===== config.mk =====
export PLATFORM = sky130hd
export DESIGN_NAME = alu_arbiter_flat
export DESIGN_NICKNAME = d
export VERILOG_FILES = /design/src/rtl/alu_arbiter_if.sv /design/src/rtl/alu_arbiter.sv /design/src/flat_wrapper.sv
export SDC_FILE = /design/constraint.sdc
export NUM_CORES = 1
export LEC_CHECK = 0
export CAP_MARGIN = 20
export CORE_AREA = 2 2 137 139
export CTS_CLUSTER_DIAMETER = 60
export CTS_CLUSTER_SIZE = 28
export DETAILED_ROUTE_END_ITERATION = 10
export DIE_AREA = 0 0 139 141
export GPL_TIMING_DRIVEN = 0
export PLACE_DENSITY = 0.66
export SYNTH_ARGS = -nofsm -noshare
export SYNTH_HDL_FRONTEND = slang
export SYNTH_SLANG_ARGS = --single-unit

===== constraint.sdc =====
create_clock -name clk -period 4.2 [get_ports clk]
set_input_delay 0.42 -clock clk [delete_from_list [all_inputs] [get_ports clk]]
set_output_delay 0.42 -clock clk [all_outputs]
set_load 0.02 [all_outputs]

===== src/rtl/alu_arbiter_if.sv =====
// Bundle of request, ALU and response signals between requesters, the shared ALU
// and alu_arbiter.
interface alu_arbiter_if #(
  parameter int unsigned NUM_REQ = 2
);
  logic [NUM_REQ-1:0]    req_valid;
  logic [NUM_REQ-1:0]    req_ready;
  logic [NUM_REQ*5-1:0]  req_op;
  logic [NUM_REQ*32-1:0] req_a;
  logic [NUM_REQ*32-1:0] req_b;
  logic [NUM_REQ*12-1:0] req_imm;

  logic [4:0]            alu_op_code;
  logic [31:0]           alu_operand_a;
  logic [31:0]           alu_operand_b;
  logic [11:0]           alu_immediate;
  logic [31:0]           alu_result;
  logic                  alu_zero;

  logic [NUM_REQ-1:0]    rsp_valid;
  logic [NUM_REQ-1:0]    rsp_ready;
  logic [31:0]           rsp_result;
  logic                  rsp_zero;
  logic                  rsp_illegal;
  logic                  busy;

  // Arbiter side.
  modport slave (
    input  req_valid, req_op, req_a, req_b, req_imm, alu_result, alu_zero, rsp_ready,
    output req_ready, alu_op_code, alu_operand_a, alu_operand_b, alu_immediate,
    output rsp_valid, rsp_result, rsp_zero, rsp_illegal, busy
  );

  // Requester / ALU side.
  modport master (
    output req_valid, req_op, req_a, req_b, req_imm, alu_result, alu_zero, rsp_ready,
    input  req_ready, alu_op_code, alu_operand_a, alu_operand_b, alu_immediate,
    input  rsp_valid, rsp_result, rsp_zero, rsp_illegal, busy
  );
endinterface


===== src/rtl/alu_arbiter.sv =====
// Round-robin arbiter sharing one combinational 32-bit ALU among NUM_REQ requesters;
// each grant runs IDLE -> EXEC -> RESP with a registered result handed back.
module alu_arbiter #(
  parameter int unsigned NUM_REQ = 2,
  parameter int unsigned OP_MAX  = 18
) (
  input logic          clk,
  input logic          rst,
  alu_arbiter_if.slave bus
);

  localparam int unsigned IdxW = (NUM_REQ > 1) ? $clog2(NUM_REQ) : 1;

  typedef logic [IdxW-1:0] idx_t;
  typedef enum logic [1:0] {StIdle, StExec, StResp} state_e;

  state_e      state_q, state_d;
  idx_t        ptr_q, ptr_d;
  idx_t        owner_q, owner_d;
  idx_t        winner;
  logic        found;
  logic        accept;
  logic        rsp_done;
  logic [4:0]  op_q, op_d;
  logic [31:0] a_q, a_d;
  logic [31:0] b_q, b_d;
  logic [11:0] imm_q, imm_d;
  logic [31:0] result_q, result_d;
  logic        zero_q, zero_d;
  logic        illegal_q, illegal_d;

  function automatic idx_t wrap(input int unsigned v);
    return idx_t'(v % NUM_REQ);
  endfunction

  // First valid requester at or after the round-robin pointer.
  always_comb begin
    found  = 1'b0;
    winner = ptr_q;
    for (int unsigned k = 0; k < NUM_REQ; k++) begin
      if (!found && bus.req_valid[wrap(32'(ptr_q) + k)]) begin
        found  = 1'b1;
        winner = wrap(32'(ptr_q) + k);
      end
    end
  end

  assign accept   = (state_q == StIdle) && found && !rst;
  assign rsp_done = (state_q == StResp) && bus.rsp_ready[owner_q];

  always_comb begin
    state_d   = state_q;
    ptr_d     = ptr_q;
    owner_d   = owner_q;
    op_d      = op_q;
    a_d       = a_q;
    b_d       = b_q;
    imm_d     = imm_q;
    result_d  = result_q;
    zero_d    = zero_q;
    illegal_d = illegal_q;
    unique case (state_q)
      StIdle: begin
        if (accept) begin
          state_d = StExec;
          ptr_d   = wrap(32'(winner) + 32'd1);
          owner_d = winner;
          op_d    = bus.req_op[32'(winner) * 5 +: 5];
          a_d     = bus.req_a[32'(winner) * 32 +: 32];
          b_d     = bus.req_b[32'(winner) * 32 +: 32];
          imm_d   = bus.req_imm[32'(winner) * 12 +: 12];
        end
      end
      StExec: begin
        state_d   = StResp;
        illegal_d = 32'(op_q) > OP_MAX;
        // Illegal ops report a forced zero regardless of what the ALU produced.
        result_d  = illegal_d ? 32'd0 : bus.alu_result;
        zero_d    = illegal_d | bus.alu_zero;
      end
      StResp: begin
        if (rsp_done) state_d = StIdle;
      end
      default: state_d = StIdle;
    endcase
  end

  always_ff @(posedge clk or posedge rst) begin
    if (rst) begin
      state_q   <= StIdle;
      ptr_q     <= '0;
      owner_q   <= '0;
      op_q      <= '0;
      a_q       <= '0;
      b_q       <= '0;
      imm_q     <= '0;
      result_q  <= '0;
      zero_q    <= 1'b0;
      illegal_q <= 1'b0;
    end else begin
      state_q   <= state_d;
      ptr_q     <= ptr_d;
      owner_q   <= owner_d;
      op_q      <= op_d;
      a_q       <= a_d;
      b_q       <= b_d;
      imm_q     <= imm_d;
      result_q  <= result_d;
      zero_q    <= zero_d;
      illegal_q <= illegal_d;
    end
  end

  always_comb begin
    bus.req_ready = '0;
    bus.rsp_valid = '0;
    if (accept) bus.req_ready[winner] = 1'b1;
    if (state_q == StResp) bus.rsp_valid[owner_q] = 1'b1;
  end

  assign bus.alu_op_code   = op_q;
  assign bus.alu_operand_a = a_q;
  assign bus.alu_operand_b = b_q;
  assign bus.alu_immediate = imm_q;
  assign bus.rsp_result    = result_q;
  assign bus.rsp_zero      = zero_q;
  assign bus.rsp_illegal   = illegal_q;
  assign bus.busy          = (state_q != StIdle);

endmodule


===== src/flat_wrapper.sv =====
// flat-port wrapper written by rule: the top's interface ports become plain ports
module alu_arbiter_flat 
#(
  parameter int unsigned NUM_REQ = 2,
  parameter int unsigned OP_MAX  = 18
)
  (clk, rst, bus_req_valid, bus_req_op, bus_req_a, bus_req_b, bus_req_imm, bus_alu_result, bus_alu_zero, bus_rsp_ready, bus_req_ready, bus_alu_op_code, bus_alu_operand_a, bus_alu_operand_b, bus_alu_immediate, bus_rsp_valid, bus_rsp_result, bus_rsp_zero, bus_rsp_illegal, bus_busy);
  alu_arbiter_if #(.NUM_REQ(NUM_REQ)) bus_i ();
  input logic clk;
  input logic rst;
  input wire logic [$bits(bus_i.req_valid)-1:0] bus_req_valid;
  input wire logic [$bits(bus_i.req_op)-1:0] bus_req_op;
  input wire logic [$bits(bus_i.req_a)-1:0] bus_req_a;
  input wire logic [$bits(bus_i.req_b)-1:0] bus_req_b;
  input wire logic [$bits(bus_i.req_imm)-1:0] bus_req_imm;
  input wire logic [$bits(bus_i.alu_result)-1:0] bus_alu_result;
  input wire logic [$bits(bus_i.alu_zero)-1:0] bus_alu_zero;
  input wire logic [$bits(bus_i.rsp_ready)-1:0] bus_rsp_ready;
  output wire logic [$bits(bus_i.req_ready)-1:0] bus_req_ready;
  output wire logic [$bits(bus_i.alu_op_code)-1:0] bus_alu_op_code;
  output wire logic [$bits(bus_i.alu_operand_a)-1:0] bus_alu_operand_a;
  output wire logic [$bits(bus_i.alu_operand_b)-1:0] bus_alu_operand_b;
  output wire logic [$bits(bus_i.alu_immediate)-1:0] bus_alu_immediate;
  output wire logic [$bits(bus_i.rsp_valid)-1:0] bus_rsp_valid;
  output wire logic [$bits(bus_i.rsp_result)-1:0] bus_rsp_result;
  output wire logic [$bits(bus_i.rsp_zero)-1:0] bus_rsp_zero;
  output wire logic [$bits(bus_i.rsp_illegal)-1:0] bus_rsp_illegal;
  output wire logic [$bits(bus_i.busy)-1:0] bus_busy;
  assign bus_i.req_valid = bus_req_valid;
  assign bus_i.req_op = bus_req_op;
  assign bus_i.req_a = bus_req_a;
  assign bus_i.req_b = bus_req_b;
  assign bus_i.req_imm = bus_req_imm;
  assign bus_i.alu_result = bus_alu_result;
  assign bus_i.alu_zero = bus_alu_zero;
  assign bus_i.rsp_ready = bus_rsp_ready;
  assign bus_req_ready = bus_i.req_ready;
  assign bus_alu_op_code = bus_i.alu_op_code;
  assign bus_alu_operand_a = bus_i.alu_operand_a;
  assign bus_alu_operand_b = bus_i.alu_operand_b;
  assign bus_alu_immediate = bus_i.alu_immediate;
  assign bus_rsp_valid = bus_i.rsp_valid;
  assign bus_rsp_result = bus_i.rsp_result;
  assign bus_rsp_zero = bus_i.rsp_zero;
  assign bus_rsp_illegal = bus_i.rsp_illegal;
  assign bus_busy = bus_i.busy;
  alu_arbiter #(.NUM_REQ(NUM_REQ), .OP_MAX(OP_MAX)) u_core (.clk(clk), .rst(rst), .bus(bus_i));
endmodule

==> results.ini, run 1 <==
[status]
status=finished clean

[setup_path]
ff2ff_path_depth=5
path_delay_family=buffers and inverters
crit_path_max_incr_delay_ns=0.65
cp_max_fo=10
crit_buf_inv=4
rr_startpoint=u_core.ptr_q
arrival_ns=2.51
required_ns=3.78
worstPathCellList=clkdlybuf4s50_1 > or3_1 > buf_6 > buf_6 > nor3b_4 > clkdlybuf4s50_1
endpoint_kind=output pin
crit_type=input port to output pin
slowest_stage=clkdlybuf4s50_1
r2r_slack_ns=2.44
cp-start-kind=input port
r2r-end=u_core.bus.alu_op_code[2]

[clock_tree]
numCtsBuffers=17
cts_setup_buffers=0
cts-root-buf=clkbuf_16
h-tree-depth=4
ctsResizeCount=0
clkTransAtPathRegs_ns=0.05
clk_latency_ns=0.42
hold_buffers=0
clk_path_buf_depth=2
clock_sinks=119
cts_tree=yes

[timing]
timing.final.crit_share_pct=69.7
holdWs_ns=0.474
period_minus_slack_ns=2.93
max-slew-margin-rel_pct=60.5
rsz0062_at_grt=false
setup_ws_ns=1.27
finalMaxSlewViolations=0
fin_skew_ns=0.0134
setup_viol=0
hold_viol=0
worst_pin_slew_ns=0.593
fmax_mhz=342

[final_layout]
synthToLayoutAreaGrowth_pct=76.8
multiInputGateArea_um2=2080
fin_area_um2=9500
final.fill_count=1710
final_common_cell=clkdlybuf4s50_1
nets=1080
final_cell_mix=clkdlybuf4s50_1, nand2_1, dfrtp_1
finish.utilization_pct=52.0
regArea_um2=2980
drive_gt1_share_pct=7.51
antenna_cells=0

[yosys]
muxShareOfSynthArea_pct=0.419
synthCells=539
ys_seq_elements=119
synth_compound_area_share_pct=18.8
yosysSeqAreaShare_pct=55.4
synth_area_um2=5370
ys_warn_count=0
synth_fp_nets=740
yosysUniqueCellTypes=23
yosys.area_share.simple_pct=19.5
synth.avg_cell_area_um2=9.97
synth_xor_area_share_pct=0
synth_top_family_by_area=simple AND/OR/NAND/NOR gates
synthAdderAreaFrac_pct=0

[pwr]
p_clk_share_pct=22.1
seq_power_share_pct=29.7
vdd_ir_drop_max_v=0.000351
power_mw=6.75
switchingPower_mw=2.52
pwr_density_cell_nw_per_um2=710
p_int_mw=4.23
p_sw_share_pct=37.3
p_leak_nw=3.93
p_comb_share_pct=48.2

[global_routing]
antenna_found_initial=0
grt_max_degree=79
grt_pass1_wl_mm=32.5
grt_pass1_vias=5751
gr-usage-all-layers_pct=21.3
globalRouteOverflowTotal=0

[drt]
drtIter0Drc=212
first_pass_iters=4
drcViolationCount=0
routed_wl_mm=20.9
wire_per_inst_um=18.6
viasPerCell=4.96
vias=5582
antenna_left=0

[die]
num_io_pins=321
fp.dieW_um=139
core_um2=18300
die-height_um=141
design.die.area_um2=19600
std_cell_rows=50
initial_core_util_pct=29.4

[placed_design]
place_ws_ns=1.26
gp_congestion=0.829
io_buffers=320
place_area_um2=8900
hpwlAfterDp_mm=15.1

[flow_run]
cap_violations=0

[hold_path]
min_path_type=input port to async pin

==> power by group through the flow <==
stage                     Sequential [mW]  Combinational (mW)  Clock [mW]
after floorplan                      2.62                1.01           0
after global placement               2.00                3.26           0
after detailed placement             2.00                3.30           0
after CTS                            2.00                3.29        1.53
after global routing                 2.07                3.46        1.58
final                                2.00                3.25        1.49
==> logic make-up (layout without fill, tap and decap cells) <==
family	after synthesis	in the layout
simple gates	240	240
compound gates	119	119
buf+inv	59	412
mux	2	2
flops	119	119
==> final cells by class <==
type                    instances  share of cell area, %
plain buffers                  56                   3.20
clock buffers                  20                   4.70
repair buffers                321                   34.0
flip-flops and latches        119                   31.3
multi-input cells             361                   21.9
clock inverters                12                   1.61
well taps                     234                   3.08
inverters                       3                  0.171
==> worst reg2reg max path, stage by stage, from the launching register on <==
cell and delay (ns):
dfrtp_1 0.40, nor2b_1 0.11, buf_2 0.32, buf_1 0.42, nor3_1 0.11, a221o_1 0.27
==> synth_stat cells <==
library cell / n / area, um^2
nand2_1: 146 / 548
dfrtp_1: 119 / 2980
a221o_1: 81 / 811
nor3_1: 81 / 405
o21ai_0: 33 / 165
buf_2: 21 / 105
clkbuf_1: 21 / 78.8
buf_6: 9 / 101
buf_1: 5 / 18.8
inv_1: 3 / 11.3
nand2b_1: 3 / 18.8
nor2b_1: 3 / 18.8
a21o_1: 2 / 15.0
mux2_2: 2 / 22.5
nor2_1: 2 / 7.51
a211oi_1: 1 / 7.51
and3_1: 1 / 6.26
nor3_2: 1 / 10.0
nor3b_4: 1 / 18.8
o21ai_1: 1 / 5.00
o31a_1: 1 / 8.76
or2_2: 1 / 6.26
or3_1: 1 / 6.26
==> worst max-delay path by stage <==
stage / cells after the start / slack, ns / endpoint / startpoint
detailed placement: 6 / 1.26 / bus_req_ready[1] / rst
CTS: 6 / 1.26 / bus_req_ready[1] / rst
global placement: 2 / -1.49 / u_core.bus.alu_operand_b[9] / rst
floorplan: 1 / 0.62 / u_core.bus.alu_immediate[0] / rst
finish: 6 / 1.27 / bus_req_ready[1] / rst
global route: 5 / 1.15 / bus_req_ready[0] / rst
==> state kept, by name, indices dropped and copies added, names as in the netlist, 2 cells and up <==
signal / flops
u_core.bus.alu_op_code: 5
u_core.bus.alu_immediate: 12
u_core.bus.rsp_result: 32
u_core.bus.alu_operand_a: 32
u_core.bus.alu_operand_b: 32
u_core.state_q: 2
==> routing by layer <==
layer	wire length, um	track usage, %	up-vias
met1	8960	26.6	2677
met5	0	0	-
met2	10100	35.3	233
li1	-	-	2645
met3	1390	6.39	27
met4	417	7.18	0
==> metrics by stage <==
step | TNS (ns) | std cells
final | 0 | 1126
after CTS | 0 | 1126
after detailed placement | 0 | 1094
after global routing | 0 | 1126
after floorplan | 0 | 539
after global placement | -176.66 | 1093
Note: power is estimated with default switching activity, not from simulation.
==> run 2: changes to the inputs <==
==> constraint.sdc (replaced) <==
create_clock -name clk -period 3 [get_ports clk]
set_input_delay 0.3 -clock clk [delete_from_list [all_inputs] [get_ports clk]]
set_output_delay 0.3 -clock clk [all_outputs]
set_load 0.02 [all_outputs]
==> results.ini, run 2 (synthesis gave the netlist of run 1 again) <==
[pwr]
p_leak_nw=3.96  ; +0.80%
pwr_density_cell_nw_per_um2=992  ; +40%
vdd_ir_drop_max_v=0.000474  ; +35%

[final_layout]
final_common_cell=clkdlybuf4s50_1
antenna_cells=0  ; unchanged
fin_area_um2=9540  ; +0.41%
synthToLayoutAreaGrowth_pct=77.5
drive_gt1_share_pct=7.94  ; +0.43 points
multiInputGateArea_um2=2080  ; unchanged
final_cell_mix=clkdlybuf4s50_1, nand2_1, dfrtp_1
finish.utilization_pct=52.2  ; +0.21 points
regArea_um2=2980  ; unchanged
nets=1082  ; +0.19%
final.fill_count=1673  ; -2.2%

[setup_path]
cp_max_fo=10  ; unchanged
required_ns=2.70  ; -1.08 ns
crit_type=flop to output pin
cp-start-kind=flop
arrival_ns=2.45  ; -0.06 ns
endpoint_kind=output pin

[global_routing]
grt_max_degree=42  ; -47%
globalRouteOverflowTotal=0  ; unchanged
antenna_found_initial=0  ; unchanged
gr-usage-all-layers_pct=20.9  ; -0.42 points
grt_pass1_vias=5746  ; -0.087%
grt_pass1_wl_mm=31.9  ; -2.0%

[timing]
setup_viol=0  ; unchanged
setup_ws_ns=0.254  ; -1.02 ns
fin_skew_ns=0.00978  ; -0.00363 ns
worst_pin_slew_ns=0.614  ; +0.0216 ns
rsz0062_at_grt=false
fmax_mhz=364
hold_viol=0  ; unchanged
max-slew-margin-rel_pct=59.0  ; -1.4 points
period_minus_slack_ns=2.75
finalMaxSlewViolations=0  ; unchanged
timing.final.crit_share_pct=91.5

[drt]
drtIter0Drc=307  ; +45%
wire_per_inst_um=18.1  ; -2.4%
routed_wl_mm=20.4  ; -2.2%
first_pass_iters=4  ; unchanged
viasPerCell=4.98  ; +0.48%
vias=5619  ; +0.66%
antenna_left=0  ; unchanged
drcViolationCount=0  ; unchanged

[flow_run]
cap_violations=0  ; unchanged

[clock_tree]
numCtsBuffers=17  ; unchanged
h-tree-depth=4  ; unchanged
hold_buffers=0  ; unchanged
cts_tree=yes
clock_sinks=119  ; unchanged
cts-root-buf=clkbuf_16
clk_latency_ns=0.42  ; about the same
clkTransAtPathRegs_ns=0.05  ; about the same
ctsResizeCount=0  ; unchanged
clk_path_buf_depth=2  ; unchanged
cts_setup_buffers=0  ; unchanged

[die]
design.die.area_um2=19600  ; unchanged
die-height_um=141  ; unchanged
fp.dieW_um=139  ; unchanged
core_um2=18300  ; unchanged
initial_core_util_pct=29.4  ; unchanged
std_cell_rows=50  ; unchanged
num_io_pins=321  ; unchanged

[status]
status=finished clean

[hold_path]
min_path_type=input port to async pin

[placed_design]
place_area_um2=8930  ; +0.35%
hpwlAfterDp_mm=15.2  ; +0.73%
place_ws_ns=0.316  ; -0.947 ns
io_buffers=320  ; unchanged
gp_congestion=0.815  ; -1.7%

-- run 2: cell types whose count changed in the layout (fill, tap and decap cells not counted), moves of 2 or more --
cell and change:
buf_12 +3, clkbuf_1 -2, clkinv_2 +3, clkinvlp_4 -2
-- run 2: worst max-delay path: stages, from the launching register on --
cell             delay [ns]
dfrtp_1                0.42
or3_1                  0.41
buf_6                  0.18
buf_6                  0.15
nor3b_4                0.23
clkdlybuf4s50_1        0.65
-- run 2: where the power goes --
group          leakage, nW  switching, mW  internal [mW]
Combinational         2.18           2.29           2.25
Sequential            1.48          0.454           2.36
Clock                0.302          0.771           1.34
-- run 2: per-layer routing --
layer,global-route usage (%),wire length [um],vias up
met5,0,0,-
met3,6.01,1380,39
met2,34.2,9990,238
met1,26.3,8560,2699
met4,7.92,508,0
li1,-,-,2643
-- run 2: path summary, 6_finish.rpt --
check,start,to,slack (ns),cells after the start
max reg2reg,u_core.state_q[0],u_core.bus.alu_operand_a[12],1.24,5
max,u_core.state_q[0],bus_req_ready[1],0.25,5
min reg2reg,u_core.bus.rsp_result[24],u_core.bus.rsp_result[24],0.47,2
min,rst,u_core.state_q[1],0.38,2
min in group clk,bus_alu_result[2],u_core.bus.rsp_result[2],0.43,3
max in group asynchronous,rst,u_core.bus.alu_operand_b[31],1.85,4
-- run 2: per-stage QoR --
| step | std cells | setup TNS (ns) | hold slack [ns] | total power [mW] |
|---|---|---|---|---|
| after floorplan | 539 | 0 | 0.436 | 5.08 |
| after global placement | 1093 | -8.84 | 0.462 | 7.35 |
| after detailed placement | 1096 | 0 | 0.469 | 7.40 |
| after CTS | 1128 | 0 | 0.375 | 9.57 |
| after global routing | 1128 | 0 | 0.417 | 10.0 |
| final | 1128 | 0 | 0.381 | 9.47 |
-- run 2: area by class of cell --
cell class                      count  area share (%)
Sequential cell                   119            31.2
Tap cell                          234            3.07
Timing Repair Buffer              323            34.2
Multi-Input combinational cell    361            21.8
Buffer                             56            3.19
Clock inverter                     13            1.61
Inverter                            3           0.157
Clock buffer                       19            4.75
